## config.mk

```make
export PLATFORM = sky130hd
export DESIGN_NAME = fnd_scan_controller
export DESIGN_NICKNAME = d
export VERILOG_FILES = /design/src/rtl/fnd_scan_controller.sv
export SDC_FILE = /design/constraint.sdc
export NUM_CORES = 1
export LEC_CHECK = 0
export CORE_MARGIN = 1.5
export CORE_UTILIZATION = 35
export CTS_CLUSTER_DIAMETER = 40
export DETAILED_ROUTE_END_ITERATION = 8
export HOLD_SLACK_MARGIN = 0.08
export PLACE_DENSITY = 0.62
export SKIP_CTS_REPAIR_TIMING = 1
export SYNTH_ARGS = -nofsm -noshare
export SYNTH_HDL_FRONTEND = slang
export SYNTH_SLANG_ARGS = --single-unit
```

## constraint.sdc

```tcl
create_clock -name i_clk -period 3.5 [get_ports i_clk]
set_input_delay 1.05 -clock i_clk [delete_from_list [all_inputs] [get_ports i_clk]]
set_output_delay 1.05 -clock i_clk [all_outputs]
set_load 0.005 [all_outputs]
```

## src/rtl/fnd_scan_controller.sv

```systemverilog
// Binary-to-BCD front end and digit scanner for a 4-digit FND.
// Converts a 0..9999 value with a sequential double-dabble and time-multiplexes the digits.
module fnd_scan_controller #(
  parameter int unsigned CLK_DIV       = 100000,
  parameter bit          BLANK_LEADING = 1'b1
) (
  input  logic        i_clk,
  input  logic        i_reset_n,
  input  logic        i_en,
  input  logic [13:0] i_value,
  input  logic        i_valid,
  output logic        o_ready,
  output logic [1:0]  o_digitSelect,
  output logic [3:0]  o_bcd,
  output logic        o_fndEn,
  output logic        o_busy
);

  localparam int unsigned PreW = (CLK_DIV > 2) ? $clog2(CLK_DIV) : 1;
  localparam logic [PreW-1:0] PreMax = PreW'(CLK_DIV - 1);
  localparam logic [13:0] MaxValue = 14'd9999;
  localparam logic [3:0] ShiftCount = 4'd14;

  typedef enum logic [1:0] {StIdle, StShift, StDone} state_e;

  state_e state_q, state_d;

  logic [PreW-1:0] pre_q, pre_d;
  logic [1:0]      digit_q, digit_d;
  logic            tick;

  logic [15:0] disp_q, disp_d;
  logic [15:0] scratch_q, scratch_d;
  logic [15:0] scratch_adj;
  logic [13:0] bin_q, bin_d;
  logic [3:0]  shift_cnt_q, shift_cnt_d;
  logic        accept;
  logic        blank;

  // Scan prescaler and digit counter: both hold while the display is disabled.
  always_comb begin
    tick    = i_en && (pre_q == PreMax);
    pre_d   = pre_q;
    digit_d = digit_q;
    if (i_en) begin
      pre_d = tick ? '0 : pre_q + 1'b1;
    end
    if (tick) begin
      digit_d = digit_q + 2'd1;
    end
  end

  always_ff @(posedge i_clk or negedge i_reset_n) begin
    if (!i_reset_n) begin
      pre_q   <= '0;
      digit_q <= 2'd0;
    end else begin
      pre_q   <= pre_d;
      digit_q <= digit_d;
    end
  end

  // Converter FSM: state register.
  always_ff @(posedge i_clk or negedge i_reset_n) begin
    if (!i_reset_n) begin
      state_q <= StIdle;
    end else begin
      state_q <= state_d;
    end
  end

  // Converter FSM: next state.
  always_comb begin
    state_d = state_q;
    unique case (state_q)
      StIdle:  if (i_valid) state_d = StShift;
      StShift: if (shift_cnt_q == 4'd1) state_d = StDone;
      StDone:  state_d = StIdle;
      default: state_d = StIdle;
    endcase
  end

  // Converter FSM: outputs.
  always_comb begin
    o_ready = (state_q == StIdle);
    o_busy  = (state_q != StIdle);
  end

  assign accept = i_valid && o_ready;

  // Double-dabble correction: every BCD nibble >= 5 gets +3 before the shift.
  always_comb begin
    scratch_adj = scratch_q;
    for (int i = 0; i < 4; i++) begin
      if (scratch_q[4*i +: 4] >= 4'd5) begin
        scratch_adj[4*i +: 4] = scratch_q[4*i +: 4] + 4'd3;
      end
    end
  end

  always_comb begin
    bin_d       = bin_q;
    scratch_d   = scratch_q;
    shift_cnt_d = shift_cnt_q;
    disp_d      = disp_q;
    if (accept) begin
      bin_d       = (i_value > MaxValue) ? MaxValue : i_value;
      scratch_d   = 16'h0000;
      shift_cnt_d = ShiftCount;
    end else if (state_q == StShift) begin
      {scratch_d, bin_d} = {scratch_adj, bin_q} << 1;
      shift_cnt_d        = shift_cnt_q - 4'd1;
    end
    // The display only ever sees a finished conversion.
    if (state_q == StDone) begin
      disp_d = scratch_q;
    end
  end

  always_ff @(posedge i_clk or negedge i_reset_n) begin
    if (!i_reset_n) begin
      bin_q       <= 14'd0;
      scratch_q   <= 16'h0000;
      shift_cnt_q <= 4'd0;
      disp_q      <= 16'h0000;
    end else begin
      bin_q       <= bin_d;
      scratch_q   <= scratch_d;
      shift_cnt_q <= shift_cnt_d;
      disp_q      <= disp_d;
    end
  end

  // Leading-zero blanking: digit d is blank when it and every higher nibble are zero.
  always_comb begin
    blank = 1'b0;
    if (BLANK_LEADING) begin
      unique case (digit_q)
        2'd0: blank = 1'b0;
        2'd1: blank = (disp_q[15:4] == 12'h000);
        2'd2: blank = (disp_q[15:8] == 8'h00);
        2'd3: blank = (disp_q[15:12] == 4'h0);
        default: blank = 1'b0;
      endcase
    end
  end

  always_comb begin
    o_digitSelect = digit_q;
    o_bcd         = disp_q[{digit_q, 2'b00} +: 4];
    o_fndEn       = i_en & ~blank;
  end

endmodule

```

# Word-level counts from Yosys, hierarchy flattened
# Cells that the tools add are included.
# op_classes
bitwise	2
eq_ne	9
add_sub_neg	7
div_mod_pow	0
n_mux	16
n_mul	0
n_reduce_logical	10
magnitude_cmp	5
shifts	1
# op_table
operator	count
two-way mux 14 bit	3
two-way mux 16 bit	2
two-way mux 4 bit	5
adder 17 x 1 -> 17 bit, second input constant	1
equality test 17 bit, second input constant	1
two-way mux 17 bit	1
>= comparator 4 x 3 -> 1 bit, second input constant	4
indexed part select 16 x 5 -> 4 bit	1
greater-than comparator 14 bit, second input constant	1
adder 4 x 2 -> 4 bit, second input constant	3
zero test 12 bit	1
zero test 8 bit	1
equality test 2 bit, second input constant	3
equality test 2 x 1 -> 1 bit, second input constant	2
equality test 4 x 1 -> 1 bit, second input constant	1
zero test 2 bit	2
zero test 4 bit	1
two-way mux 2 bit	2
!= test 2 bit, second input constant	2
one-hot mux 1 bit (4 select lines)	1
one-hot mux 2 bit (2 select lines)	1
nonzero test 2 bit	2
subtractor 4 x 1 -> 4 bit, second input constant	1
adder 3 x 2 -> 3 bit, second input constant	1
other kinds (6)	7
# totals
latch_bits	0
mem_count	0
mem_bits_rw	0
out_inout_bits	9
rom_bits	0
elab_cells	57
input_bits	18
ff_bits	71

# Logic depth before layout (Yosys ltp)
# depth
ltp_word	4
mapped_depth	6
ltp_nobuf	6

# Worst setup path after synthesis
# No wires, ideal clock.
# synth_path
path_kind	register to output
startpoint	reg digit_q[0], in the netlist o_digitSelect[0]
endpoint	out o_fndEn
t_arrival_ns	1.382
path_slack_ns	1.068
path_buffers	1
path_stages_with_launch	7
t_required_ns	2.450
cell_sequence	dfrtp_1 clkbuf_1 inv_1 ha_1 a21o_1 a21oi_1 o31a_1
# synth_between
elab_chain_cells	4
word_cells_on_any_way	7
cone_classes	eq/ne (3); mux (1); bitwise (2); reduce/logical (1)
# synth_rtl
element	line_no	rtl
start, declared	29	logic [1:0] digit_q, digit_d;
start signal, assigned	59	digit_q <= digit_d;
equality test 2 bit (tied with other cells)	138	unique case (digit_q)
one-hot mux 1 bit (4 select lines) *	138	
inverter 1 bit *	151	o_fndEn = i_en & ~blank;
AND 1 bit *	151	
end, declared	15	output logic o_fndEn,
# Mark *: on every way between the ends. The rest lies on a longest branch, timed or not.

# Final worst setup path
# layout_path
startpoint	in i_en
endpoint	out o_fndEn
# layout_between
elab_chain_cells	1
# layout_rtl
element	line_no	rtl
start, declared	9	input logic i_en,
AND 1 bit	151	
# Every way passes these cells.

==> impl_metrics.yaml <==
outcome:
  status: "complete, no violations"
critical_path:
  required_ps: 2450
  r2r_cells: 4
  worst_setup_path_start_kind: "input pin"
  cp-end-kind: "primary output"
  rr_startpoint: "state_q[1]"
  worstSetupPathType: "in2out"
  rrSetupSlack_ps: 1730
  cp_max_fo: 2
  timing.rr.end: "bin_q[11]"
  crit_arrival_ps: 2180
logic_synthesis:
  syn-mean-instance-area_um2: 10.51
  synth_mux_area_frac: 0.06923
  synth_ff_type: "dfrtp_1"
  yosys.area.top_type: "dfrtp_1"
  yosys.area_share.simple: 0.1492
  syn-num-nets: 377
  ys_types: 52
  synth_xor_area_frac: 0.05331
  synth.cell_area_mm2: 0.003615
  async_flop_share: 1.000
  ys_seq_area_frac: 0.4915
  syn_inst: 344
  synth_warnings: 0
  ys_seq_elements: 71
  yosysTopAreaCellShare: 0.4915
  synthAdderAreaFrac: 0.05192
  synth_top_family_by_area: "simple AND/OR/NAND/NOR gates"
  synth_compound_area_frac: 0.1457
  synth_edf_count: 0
  synth_area_leaders: "dfrtp_1, ha_1, o21ai_0"
clock_tree:
  cts_tree: "yes"
  clkLatencyLatePin_ps: 340
  clkSlewWorstSetupHoldPaths_ps: 80
  numClockSinks: 71
  ctsLongestPathBuffers: 2
  htreeDepth: 3
  root_buffer: "clkbuf_8"
  numCtsBuffers: 9
die:
  die_height_um: 104.6
  num_rows: 36
  die_w_um: 104.6
  io_pins: 27
  start_util: 0.3648
  die_area_mm2: 0.01095
  core_mm2: 0.009910
min_path:
  hold-path-endpoint: "pre_q[11]"
  whs_path_depth: 1
  hp-class: "reg2reg"
  min-delay-start: "pre_q[11]"
route:
  num_vias: 2568
  firstDrtPassIters: 5
  wl_per_cell_um: 13.84
  drt_drc_violations_left: 0
  vias_per_cell: 5.055
  ant_nets: 0
  finalWirelength_um: 7029
  drt_iter0_markers: 131
power:
  irDropWorstVdd_mv: 0.2871
  powerDensity_mw_per_mm2: 759.1
  p_leak_nw: 1.805
finish:
  fin_cells: 508
  nets: 403
  areaGrowthSynthToFinish_pct: 16.16
  layout_common_cells: "dfrtp_1, o21ai_0, nand2_1"
  antenna_cells: 0
  drive_above_1_share: 0.1307
  final_common_cell: "dfrtp_1"
sta:
  hold_violations: 0
  finalCritPeriodShare: 0.9233
  holdWs_ps: 511.7
  worst_slack_ps: 268.3
  slew_viol_final: 0
  tightest_slew_ps: 870.3
  fin_setup_tns_ps: 0
  slew-limit-headroom: 0.4198
  finClkSkew_ps: 10.96
  grt_setup_unrepaired: "no"
  finalSetupViolations: 0
  post-route-min-period_ps: 3232
  fmax_mhz: 309.4
placed_design:
  gp_congestion: 0.7712
  portBuffers: 26
  pre_cts_ws_ps: 259.5
  dp.cells: 492
  place_hpwl_um: 4900
flow_run:
  cap_violations: 0
global_routing:
  grt_pass1_vias: 2569
  grt_pass1_wl_um: 12150
  grt_max_degree: 38
  antenna_found_initial: 0
  track_usage: 0.1364
  grt_overflow_total: 0
## critical path, stage by stage
cell and delay (ps):
clkdlybuf4s50_1 500, o31a_1 140, clkdlybuf4s50_1 490
## worst max-delay path by stage
| stage | from | endpoint | cells after the start |
|---|---|---|---|
| after floorplan | o_digitSelect[0] | o_fndEn | 6 |
| after global placement | i_en | o_fndEn | 3 |
| after detailed placement | i_en | o_fndEn | 3 |
| after CTS | o_digitSelect[0] | o_fndEn | 6 |
| after global routing | o_digitSelect[0] | o_fndEn | 6 |
| final | i_en | o_fndEn | 3 |
## stage by stage
stage	total power, W	util	instance area (um2)
3_5_place_dp	0.002615	0.4053	4016
6_report	0.003188	0.4237	4199
3_3_place_gp	0.002558	0.4053	4016
5_1_grt	0.003468	0.4237	4199
2_1_floorplan	0.002250	-	3615
4_1_cts	0.003227	0.4237	4199
## power breakdown
group / switching (W) / internal, W
clock: 0.000318 / 0.000279
combinational: 0.000596 / 0.000597
sequential: 0.000269 / 0.00113
## per-layer routing
layer	vias to the layer above	wire length, um	GRT usage	part of all wire
li1	1276	-	-	-
met1	1245	3455	0.1832	0.49
met2	43	3260	0.2242	0.46
met3	4	256	0.02620	0.036
met4	0	57	0.03914	0.0081
met5	-	0	0	0
## kinds of logic after synthesis
| group | count (synthesis) |
|---|---|
| buffers and inverters | 35 |
| XOR/XNOR | 22 |
| multiplexers | 18 |
| adder cells (fa/ha/maj) | 15 |
| AO/OA/AOI/OAI | 82 |
| AND/OR/NAND/NOR | 101 |
| flip-flops | 71 |
## synthesized netlist by cell type (all sizes together) (4+ instances only)
| cell type | n |
|---|---|
| dfrtp | 71 |
| o21ai | 35 |
| nand2 | 29 |
| nor2 | 22 |
| inv | 19 |
| nand3 | 17 |
| ha | 15 |
| xnor2 | 14 |
| a21oi | 13 |
| mux2 | 13 |
| buf | 8 |
| clkbuf | 8 |
| o31ai | 8 |
| xor2 | 8 |
| nand2b | 7 |
| nor4 | 7 |
| a22oi | 4 |
| a32o | 4 |
| mux4 | 4 |
| nor3 | 4 |
| o22a | 4 |
## sequential cells by signal, summed over array words and instances, names as in the netlist
signal         count
pre_q             17
shift_cnt_q        4
state_q            2
bin_q             14
o_digitSelect      2
scratch_q         16
disp_q            16
## final cells by class
class                           instances  area (um2)
Tap cell                              133       166.4
Sequential cell                        71        1777
Clock buffer                           10       137.6
Multi-Input combinational cell        238        1697
Fill cell                             970        5710
Inverter                               19       71.32
Clock inverter                          6       45.04
Timing Repair Buffer                   31       305.3
No activity file was read; power rests on OpenSTA's default activity.
